## src/rtl/req_encoder_q_pkg.sv

```systemverilog
// req_encoder_q_pkg: shared sizes, FSM state type and one-hot decode helper for req_encoder_q
package req_encoder_q_pkg;
  localparam int N_IN_DEF  = 16;
  localparam int IDX_W_DEF = $clog2(N_IN_DEF);
  typedef enum logic {IDLE, PRESENT} state_t;
  function automatic logic [N_IN_DEF-1:0] onehot(input logic [IDX_W_DEF-1:0] idx);
    return N_IN_DEF'(1) << idx;
  endfunction
endpackage

```

## src/rtl/req_encoder_q_lsb_find.sv

```systemverilog
// lsb_find: combinational lowest-set-bit finder
//   vec : input vector
//   idx : index of the lowest set bit (0 when vec is empty)
//   any : vec has at least one bit set
module lsb_find #(
  parameter int N = 16,
  parameter int W = $clog2(N)
) (
  input  logic [N-1:0] vec,
  output logic [W-1:0] idx,
  output logic         any
);
  always_comb begin
    idx = '0;
    for (int i = N - 1; i >= 0; i--)
      if (vec[i]) idx = W'(i);
  end
  assign any = |vec;
endmodule

```

## src/rtl/req_encoder_q.sv

```systemverilog
// req_encoder_q: sticky one-hot request collector serving binary codes lowest index first over valid/ready
//   Clk, Rst      : rising-edge clock, asynchronous active-high reset
//   Req           : request strobes, each sets its pending bit
//   Clr           : synchronous flush of pending bits, output and Overrun
//   Out_Idx       : presented code (registered)
//   Out_Valid     : Out_Idx awaits acceptance
//   Out_Ready     : consumer accepts on Out_Valid & Out_Ready
//   Pending       : pending register, including the presented code
//   Overrun       : sticky, a request hit an already-pending unserved bit
module req_encoder_q import req_encoder_q_pkg::*; #(
  parameter int N_IN  = N_IN_DEF,
  localparam int IDX_W = $clog2(N_IN)
) (
  input  logic             Clk,
  input  logic             Rst,
  input  logic [N_IN-1:0]  Req,
  input  logic             Clr,
  output logic [IDX_W-1:0] Out_Idx,
  output logic             Out_Valid,
  input  logic             Out_Ready,
  output logic [N_IN-1:0]  Pending,
  output logic             Overrun
);
  state_t           state, state_d;
  logic [IDX_W-1:0] idx_d, p_idx, r_idx;
  logic             valid_d, p_any, r_any, hs;
  logic [N_IN-1:0]  served, rem;
  assign hs     = Out_Valid & Out_Ready;
  assign served = hs ? N_IN'(1) << Out_Idx : '0;
  assign rem    = Pending & ~served;
  lsb_find #(.N(N_IN), .W(IDX_W)) u_find_pend (.vec(Pending), .idx(p_idx), .any(p_any));
  lsb_find #(.N(N_IN), .W(IDX_W)) u_find_rem  (.vec(rem),     .idx(r_idx), .any(r_any));
  always_comb begin
    state_d = state;
    idx_d   = Out_Idx;
    valid_d = Out_Valid;
    if (Clr) begin
      state_d = IDLE;
      valid_d = 1'b0;
    end else if (state == IDLE) begin
      if (p_any) begin
        state_d = PRESENT;
        idx_d   = p_idx;
        valid_d = 1'b1;
      end
    end else if (hs) begin
      // back-to-back service from what remains; same-cycle Req waits for the next scan
      if (r_any) idx_d = r_idx;
      else begin
        state_d = IDLE;
        valid_d = 1'b0;
      end
    end
  end
  always_ff @(posedge Clk or posedge Rst)
    if (Rst) begin
      state     <= IDLE;
      Out_Idx   <= '0;
      Out_Valid <= 1'b0;
      Pending   <= '0;
      Overrun   <= 1'b0;
    end else begin
      state     <= state_d;
      Out_Idx   <= idx_d;
      Out_Valid <= valid_d;
      Pending   <= Clr ? '0 : rem | Req;
      // re-arming the bit being served is not an overrun
      Overrun   <= Clr ? 1'b0 : Overrun | (|(Req & rem));
    end
endmodule
```

## config.mk

```make
export PLATFORM = sky130hd
export DESIGN_NAME = req_encoder_q
export DESIGN_NICKNAME = d
export VERILOG_FILES = /design/src/rtl/req_encoder_q_pkg.sv /design/src/rtl/req_encoder_q_lsb_find.sv /design/src/rtl/req_encoder_q.sv
export SDC_FILE = /design/constraint.sdc
export NUM_CORES = 1
export LEC_CHECK = 0
export BUFFER_PORTS_ARGS = -buffer_cell sky130_fd_sc_hd__buf_4
export CAP_MARGIN = 40
export CORE_MARGIN = 8
export CORE_UTILIZATION = 56
export DETAILED_ROUTE_END_ITERATION = 6
export GPL_TIMING_DRIVEN = 0
export PLACE_DENSITY = 0.84
export SETUP_SLACK_MARGIN = 0.05
export SYNTH_ARGS = -nofsm -noshare
export SYNTH_HDL_FRONTEND = slang
export SYNTH_SLANG_ARGS = --single-unit
```

## constraint.sdc

```tcl
create_clock -name Clk -period 3.74 [get_ports Clk]
set_input_delay 0.561 -clock Clk [delete_from_list [all_inputs] [get_ports Clk]]
set_output_delay 0.561 -clock Clk [all_outputs]
set_load 0.1 [all_outputs]
```

==> flow_summary.yaml, run 1 <==
finish:
  antenna_cells: 0
  postLayoutCoreUtil_pct: 72.7
  seq_area_um2: 576
  n_fill_cell: 214
  layout-drive-gt1-share_pct: 23.7
  syn_to_final_growth_pct: 24.4
  nets: 266
  multiInputGateArea_um2: 961
cts:
  htree_levels: 1
  clock-root-buffer: "clkbuf_4"
  cts_max_path_buffers: 2
  clk_pin_slew_ps: 130
  ctsResizeCount: 0
  cts_made_buffers: 3
  clock_latency_ps: 310
  cts_tree: "built"
  cts_hold_buf: 0
  post_cts_buffers: 0
  clock_sinks: 23
sta:
  grt_setup_unrepaired: "no"
  final-max-slew-violation-count: 0
  fin_crit_sh_pct: 72.7
  hold_viol: 0
  setup_viol: 0
  setup_tns_ps: 0
  layout_min_cycle_time_ps: 2720
  max_freq_mhz: 368
  clock_skew_ps: 2.71
  holdWs_ps: 225
  timing.slew.headroom_pct: 68.2
  worst_pin_slew_ps: 477
critical_path:
  cp_max_fo: 9
  startpoint_type: "flip-flop"
  crit_type: "flip-flop to flip-flop"
  path_cells: "nand4b_2 -> o41ai_2 -> o32ai_1 -> or3_1 -> or2_4 -> o21ai_4 -> mux2_2"
  critPathCaptureType: "flip-flop"
  crit_slowest_cell: "dfrtp_1"
  cpPeakStageDelay_ps: 440
  crit_family: "simple AND/OR/NAND/NOR gates"
  cp.arrival_ps: 2930
  cp.buffers_inverters: 0
  worstPathRequired_ps: 3950
drt:
  ant_nets: 0
  num_vias: 1794
  viasPerCell: 6.50
  firstDrtPassIters: 5
  drtIter0Drc: 213
  wirelength_um: 4860
  drc_errors: 0
  routedWlPerCell_um: 17.6
synthesis:
  yosysMostFrequentCell: "nor2_1"
  ys_top_cells_by_area: "dfrtp_1, nor2_1, a21oi_1, o21ai_0, o21a_1"
  syn_nets: 219
  synth_edf_count: 0
  syn_inst: 199
  yosys-top-cells-count: "nor2_1, dfrtp_1, a21oi_1"
  synth_cell_types: 44
  ys_warn_count: 0
  async_flop_share_pct: 100
  synth-seq-cells: 23
  synth_top_flop_cell: "dfrtp_1"
  yosysTopAreaCell: "dfrtp_1"
  syn_area_per_cell_um2: 8.03
  yosys.area.top_type_share_pct: 36.0
  yosysSeqAreaShare_pct: 36.0
  synth.cell_area_um2: 1600
global_routing:
  antenna_found_initial: 0
  first_global_vias: 1726
  grt_pass1_wl_um: 7870
  gr-total-overflow: 0
  grt_max_degree: 14
  grtUsageTotal_pct: 19.4
floorplanning:
  io_pins: 42
  die_h_um: 69.4
  start_util_pct: 58.4
  core_um2: 2730
  num_rows: 19
  dieArea_um2: 4820
  die_w_um: 69.4
placement:
  hpwl_um: 3840
  port_buffers: 41
  routabilityCongestion: 0.890
min_path:
  hold_class: "input pin to asynchronous set/reset pin"
power_and_ir_drop:
  p_per_area_nw_per_um2: 413
  worst_ir_drop_vdd_mv: 0.418
  leakagePower_nw: 0.868
outcome:
  status: "completed"
flow_run:
  max-cap-violations: 0
[worst reg2reg max path: cells and delay by family, from the launching register on]
kind | cells | cell delay, ps
and+or+nand+nor | 3 | 1060
muxes | 1 | 360
AOI/OAI and AO/OA | 3 | 750
DFF | 1 | 440
[flip-flops by register name, indices dropped and copies added, names as in the netlist]
signal and cells:
Out_Idx 4, Out_Valid 1, Overrun 1, Pending 16, state 1
[worst paths after layout]
kind                                  from         end  slack, ps  cells after the start
worst max-delay path            Out_Idx[3]  Out_Idx[1]       1020                      7
worst min-delay path                   Rst     Overrun        220                      2
worst max register to register  Out_Idx[3]  Out_Idx[1]       1020                      7
worst min register to register  Out_Idx[3]  Out_Idx[3]        620                      1
max in group asynchronous              Rst  Out_Idx[1]       3080                      3
min in group Clk                    Req[6]  Pending[6]        460                      3
[report_power, final]
| part | switching [W] | leakage [nW] | internal, W |
|---|---|---|---|
| Sequential | 0.0000365 | 0.288 | 0.000271 |
| Combinational | 0.000291 | 0.563 | 0.000106 |
| Clock | 0.0000769 | 0.0177 | 0.0000400 |
| Total | 0.000404 | 0.868 | 0.000417 |
[layout by cell type (no fill, tap or decap), drive strengths merged, types with 4 or more instances in the layout]
cell and instances:
o21a 8, mux2 4, dfrtp 23, o32ai 4, a21oi 15, inv 11
or2 4, buf 43, nand2 8, nor2 43, clkbuf 7, o31a 5
nand2b 5, o21ai 15, nor4 4, nor3 8
[metrics by stage]
stage | cell area, um2 | std cells | setup WS (ps) | power [W]
after floorplan | 1600 | 199 | 664 | 0.000599
after global placement | 1940 | 271 | 978 | 0.000700
after detailed placement | 1960 | 272 | 939 | 0.000705
after CTS | 1990 | 276 | 1080 | 0.000825
after global routing | 1990 | 276 | 930 | 0.000860
final | 1990 | 276 | 1020 | 0.000821
[layer usage]
metal  track usage (%)  part of all wire [%]  vias up
met2              32.2                    48      109
met3              3.86                   8.8       10
met4              9.57                   1.7        0
met1              23.1                    41      839
met5                 0                     0        -
li1                  -                     -      836
[final cells by class]
cell class / instances / area share, %
multi-input cells: 160 / 48.4
flip-flops and latches: 23 / 29.0
repair buffers: 42 / 16.2
inverters: 11 / 2.08
well taps: 31 / 1.95
clock buffers: 3 / 1.13
plain buffers: 5 / 1.01
clock inverters: 1 / 0.252
[cells by family after synthesis]
logic type / share of synthesized area [%]
buffers and inverters: 3.84
AND/OR/NAND/NOR: 25.3
multiplexers: 3.45
AO/OA/AOI/OAI: 31.4
flip-flops: 36.0
No activity file was read; power rests on OpenSTA's default activity.
==> inputs of run 2 (changes only) <==
Settings changed: CORE_UTILIZATION 56 to 52, PLACE_DENSITY 0.84 to 0.79.
Clock period 3.74 ns to 2.8 ns, I/O delays scaled along.
==> flow_summary.yaml, run 2 (synthesis results as in run 1) <==
outcome:
  status: "completed"
critical_path:
  worstRegToRegCells: 7
  cp_max_fo: 10
  cp.arrival_ps: 2880
  r2r_slack_ps: 150
  crit_type: "flip-flop to flip-flop"
  startpoint_type: "flip-flop"
  r2r-end: "Out_Idx[1]"
  critPathCaptureType: "flip-flop"
  r2r-start: "Out_Idx[0]"
  worstPathRequired_ps: 3020
drt:
  routedWlPerCell_um: 17.6
  firstDrtPassIters: 4
  ant_nets: 0
  wirelength_um: 4920
  num_vias: 1725
  drc_errors: 0
  drtIter0Drc: 207
  viasPerCell: 6.18
cts:
  cts_tree: "built"
  cts_hold_buf: 0
  htree_levels: 1
  cts_made_buffers: 3
  clock-root-buffer: "clkbuf_4"
  clock_latency_ps: 320
  cts_max_path_buffers: 2
  clock_sinks: 23
  clk_pin_slew_ps: 130
global_routing:
  gr-usage-met2_pct: 32.8
  gr-total-overflow: 0
  first_global_vias: 1681
  grt_max_degree: 14
  met1_usage_pct: 24.8
  top_usage_layer: "met2"
  grt_pass1_wl_um: 8210
  use_met3_pct: 5.02
  antenna_found_initial: 0
  grtUsageTotal_pct: 20.0
sta:
  fin_crit_sh_pct: 94.8
  worst_pin_slew_ps: 551
  setup_viol: 0
  layout_min_cycle_time_ps: 2650
  timing.slew.headroom_pct: 63.3
  setup_tns_ps: 0
  hold_viol: 0
  clock_skew_ps: 2.03
  max_freq_mhz: 377
  grt_setup_unrepaired: "no"
  final-max-slew-violation-count: 0
min_path:
  hold_class: "input pin to asynchronous set/reset pin"
floorplanning:
  die_w_um: 71.4
  dieArea_um2: 5100
  die_h_um: 71.4
  core_um2: 2980
  io_pins: 42
  start_util_pct: 53.7
  num_rows: 20
finish:
  n_fill_cell: 277
  layout-drive-gt1-share_pct: 27.2
  top_regs: "Pending (16), Out_Idx (4)"
  seq_area_um2: 584
  syn_to_final_growth_pct: 27.1
  largest_reg_flops: 16
  nets: 267
  layout_common_cells: "nor2_1, buf_4, dfrtp_1"
  regMostFlops: "Pending"
  final_common_cell: "nor2_1"
  antenna_cells: 0
  multiInputGateArea_um2: 983
power_and_ir_drop:
  worst_ir_drop_vdd_mv: 0.325
  leakagePower_nw: 0.875
  power_w: 0.00112
  p_per_area_nw_per_um2: 553
placement:
  hpwl_um: 3750
  port_buffers: 41
  routabilityCongestion: 1.00
flow_run:
  max-cap-violations: 0
==> run 2: changes by cell type in the layout (fill, tap and decap cells not counted), sizes merged <==
cell,delta
buf,+1
==> run 2: routing by layer <==
| metal | share of wire, % | up-vias |
|---|---|---|
| met1 | 43 | 803 |
| met3 | 9.5 | 5 |
| met5 | 0 | - |
| li1 | - | 837 |
| met4 | 1.2 | 0 |
| met2 | 46 | 80 |
==> run 2: worst max-delay path: stages, from the launching register on <==
cell      delay, ps
dfrtp_4         510
clkbuf_4        210
o41ai_2         370
o32ai_1         200
or3_1           420
or2_4           290
o21ai_4         200
mux2_2          370
==> run 2: final cells by class <==
| cell class | count | area share [%] |
|---|---|---|
| Clock inverter | 1 | 0.246 |
| Timing Repair Buffer | 43 | 16.3 |
| Multi-Input combinational cell | 160 | 48.4 |
| Buffer | 5 | 1.11 |
| Inverter | 11 | 2.03 |
| Tap cell | 33 | 2.03 |
| Clock buffer | 3 | 1.11 |
| Sequential cell | 23 | 28.8 |
==> run 2: worst max path at each step <==
stage	to	from
2_1_floorplan	Out_Idx[1]	Pending[5]
3_3_place_gp	Out_Idx[1]	Out_Ready
3_5_place_dp	Out_Idx[1]	Out_Ready
4_1_cts	Out_Idx[1]	Out_Idx[1]
5_1_grt	Out_Idx[1]	Out_Idx[1]
6_report	Out_Idx[1]	Out_Idx[0]
==> run 2: through the flow <==
stage	cell area (um2)	utilization [%]	hold slack, ps	std cells	setup WS [ps]
final	2030	68.2	85.7	279	146
after global routing	2030	68.2	116	279	51.0
after CTS	2000	67.1	101	278	120
after detailed placement	1970	66.2	465	274	152
after global placement	1960	65.7	551	273	154
after floorplan	1610	-	422	199	63.3
==> run 2: repair_timing <==
item                                    CTS  global route
resized for setup                         0             7
setup buffers                             0             1
endpoints found under the setup margin    0             4
==> run 2: power by group <==
group | internal, W | total [W] | switching (W)
Sequential | 0.000366 | 0.000416 | 0.0000503
Clock | 0.0000537 | 0.000162 | 0.000109
Combinational | 0.000147 | 0.000544 | 0.000398
==> inputs of run 3 (changes only) <==
Settings changed: ABC_AREA set to 1, CORE_UTILIZATION 52 to 53, PLACE_DENSITY 0.79 to 0.8, REMOVE_ABC_BUFFERS set to 1.
==> flow_summary.yaml, run 3 <==
drt:
  ant_nets: 0
  drc_errors: 0
  routedWlPerCell_um: 13.0
  wirelength_um: 3950
  drtIter0Drc: 87
  firstDrtPassIters: 4
  num_vias: 1584
  viasPerCell: 5.19
sta:
  max_freq_mhz: 425
  layout_min_cycle_time_ps: 2350
  timing.slew.headroom_pct: 42.5
  worst_pin_slew_ps: 841
  fin_crit_sh_pct: 84.0
  clock_skew_ps: 1.86
  setup_tns_ps: 0
  setup_viol: 0
  hold_viol: 0
  grt_setup_unrepaired: "no"
  final-max-slew-violation-count: 0
synthesis:
  synth_top_flop_cell: "dfrtp_1"
  yosys-top-cells-count: "inv_1, nand2_1, nor2_1"
  ys_top_cells_by_area: "dfrtp_1, inv_1, nand2_1, a21oi_1, nor2_1"
  synth_cell_types: 35
  ys_warn_count: 0
  yosysMostFrequentCell: "inv_1"
  async_flop_share_pct: 100
  synth_edf_count: 0
  yosys.area.top_type_share_pct: 35.3
  yosysSeqAreaShare_pct: 35.3
  synth.cell_area_um2: 1630
  syn_area_per_cell_um2: 7.12
  syn_inst: 229
  synth-seq-cells: 23
  yosysTopAreaCell: "dfrtp_1"
critical_path:
  crit_type: "flip-flop to flip-flop"
  cp_max_fo: 7
  critPathCaptureType: "flip-flop"
  cp.arrival_ps: 2510
  startpoint_type: "flip-flop"
  worstPathRequired_ps: 2960
power_and_ir_drop:
  switching_share_pct: 48.3
  p_int_w: 0.000536
  pwr-share-clk_pct: 15.1
  share_seq_of_total_power_pct: 38.8
  worst_ir_drop_vdd_mv: 0.266
  p_switching_w: 0.000501
  power_frac_comb_pct: 46.0
  p_per_area_nw_per_um2: 517
  leakagePower_nw: 1.05
finish:
  regMostFlops: "Pending"
  syn_to_final_growth_pct: 22.8
  fin_area_um2: 2000
  multiInputGateArea_um2: 838
  fin_cells: 305
  top_regs: "Pending (16), Out_Idx (4)"
  layout-drive-gt1-share_pct: 31.6
  n_fill_cell: 292
  layout_common_cells: "inv_1, buf_4, nand2_1"
  nets: 293
  largest_reg_flops: 16
  seq_area_um2: 576
  antenna_cells: 0
  postLayoutCoreUtil_pct: 66.7
  final_common_cell: "inv_1"
cts:
  ctsResizeCount: 0
  clock-root-buffer: "clkbuf_4"
  post_cts_buffers: 0
  cts_hold_buf: 0
  clk_pin_slew_ps: 120
  cts_max_path_buffers: 2
  htree_levels: 1
  cts_tree: "built"
  clock_sinks: 23
  cts_made_buffers: 3
  clock_latency_ps: 310
global_routing:
  grt_pass1_wl_um: 6910
  first_global_vias: 1561
  gr-total-overflow: 0
  grt_max_degree: 22
  grtUsageTotal_pct: 16.4
  antenna_found_initial: 0
floorplanning:
  die_w_um: 71.5
  core_um2: 3000
  start_util_pct: 54.3
  num_rows: 20
  io_pins: 42
  die_h_um: 71.5
  dieArea_um2: 5110
placement:
  placedInstanceArea_um2: 1980
  placedCellCount: 301
  port_buffers: 41
  routabilityCongestion: 0.899
  hpwl_um: 3360
outcome:
  status: "completed"
min_path:
  hold_class: "input pin to asynchronous set/reset pin"
flow_run:
  max-cap-violations: 0
-- run 3: stage by stage --
step	setup slack, ps	hold slack [ps]	power [W]
6_report	449	103	0.00104
3_5_place_dp	555	464	0.000886
3_3_place_gp	530	613	0.000880
5_1_grt	264	124	0.00109
2_1_floorplan	352	422	0.000767
4_1_cts	522	113	0.00104
-- run 3: logic make-up after synthesis --
family                 Yosys count  synth area share (%)
buffers and inverters           56                  13.3
AND/OR/NAND/NOR                 93                  27.7
flip-flops                      23                  35.3
AO/OA/AOI/OAI                   57                  23.7
-- run 3: path summary, 6_finish.rpt --
path / startpoint / to / slack, ps / cells past startpoint
setup / recovery: Out_Idx[1] / Overrun / 450 / 7
hold / removal: Rst / Pending[10] / 100 / 2
setup reg to reg: Out_Idx[1] / Overrun / 450 / 7
hold reg to reg: Pending[3] / Pending[3] / 630 / 2
max in group asynchronous: Rst / state / 2260 / 3
min in group Clk: Req[11] / Pending[11] / 320 / 3
-- run 3: power by group through the flow --
stage	Sequential, W	Combinational, W	Clock (W)
after floorplan	0.000601	0.000165	0
after global placement	0.000408	0.000472	0
after CTS	0.000402	0.000479	0.000160
after global routing	0.000409	0.000511	0.000174
after detailed placement	0.000409	0.000478	0
final	0.000403	0.000477	0.000157
-- run 3: area by class of cell --
type / instances / share of cell area (%)
repair buffers: 42 / 16.1
inverters: 53 / 9.93
flip-flops and latches: 23 / 28.7
multi-input cells: 150 / 41.8
well taps: 33 / 2.06
clock buffers: 4 / 1.31
-- run 3: per-layer routing --
| metal | global-route usage, % | share of wire, % |
|---|---|---|
| met3 | 3.49 | 6.7 |
| met1 | 20.3 | 45 |
| met5 | 0 | 0 |
| met4 | 4.76 | 1.2 |
| met2 | 28.0 | 47 |
-- run 3: critical path, stage by stage (launching register included) --
cell	delay, ps
dfrtp_1	510
inv_2	100
nor3_1	310
a21oi_1	180
nand2_1	90
o21ai_0	70
a2111oi_0	730
a41oi_1	200
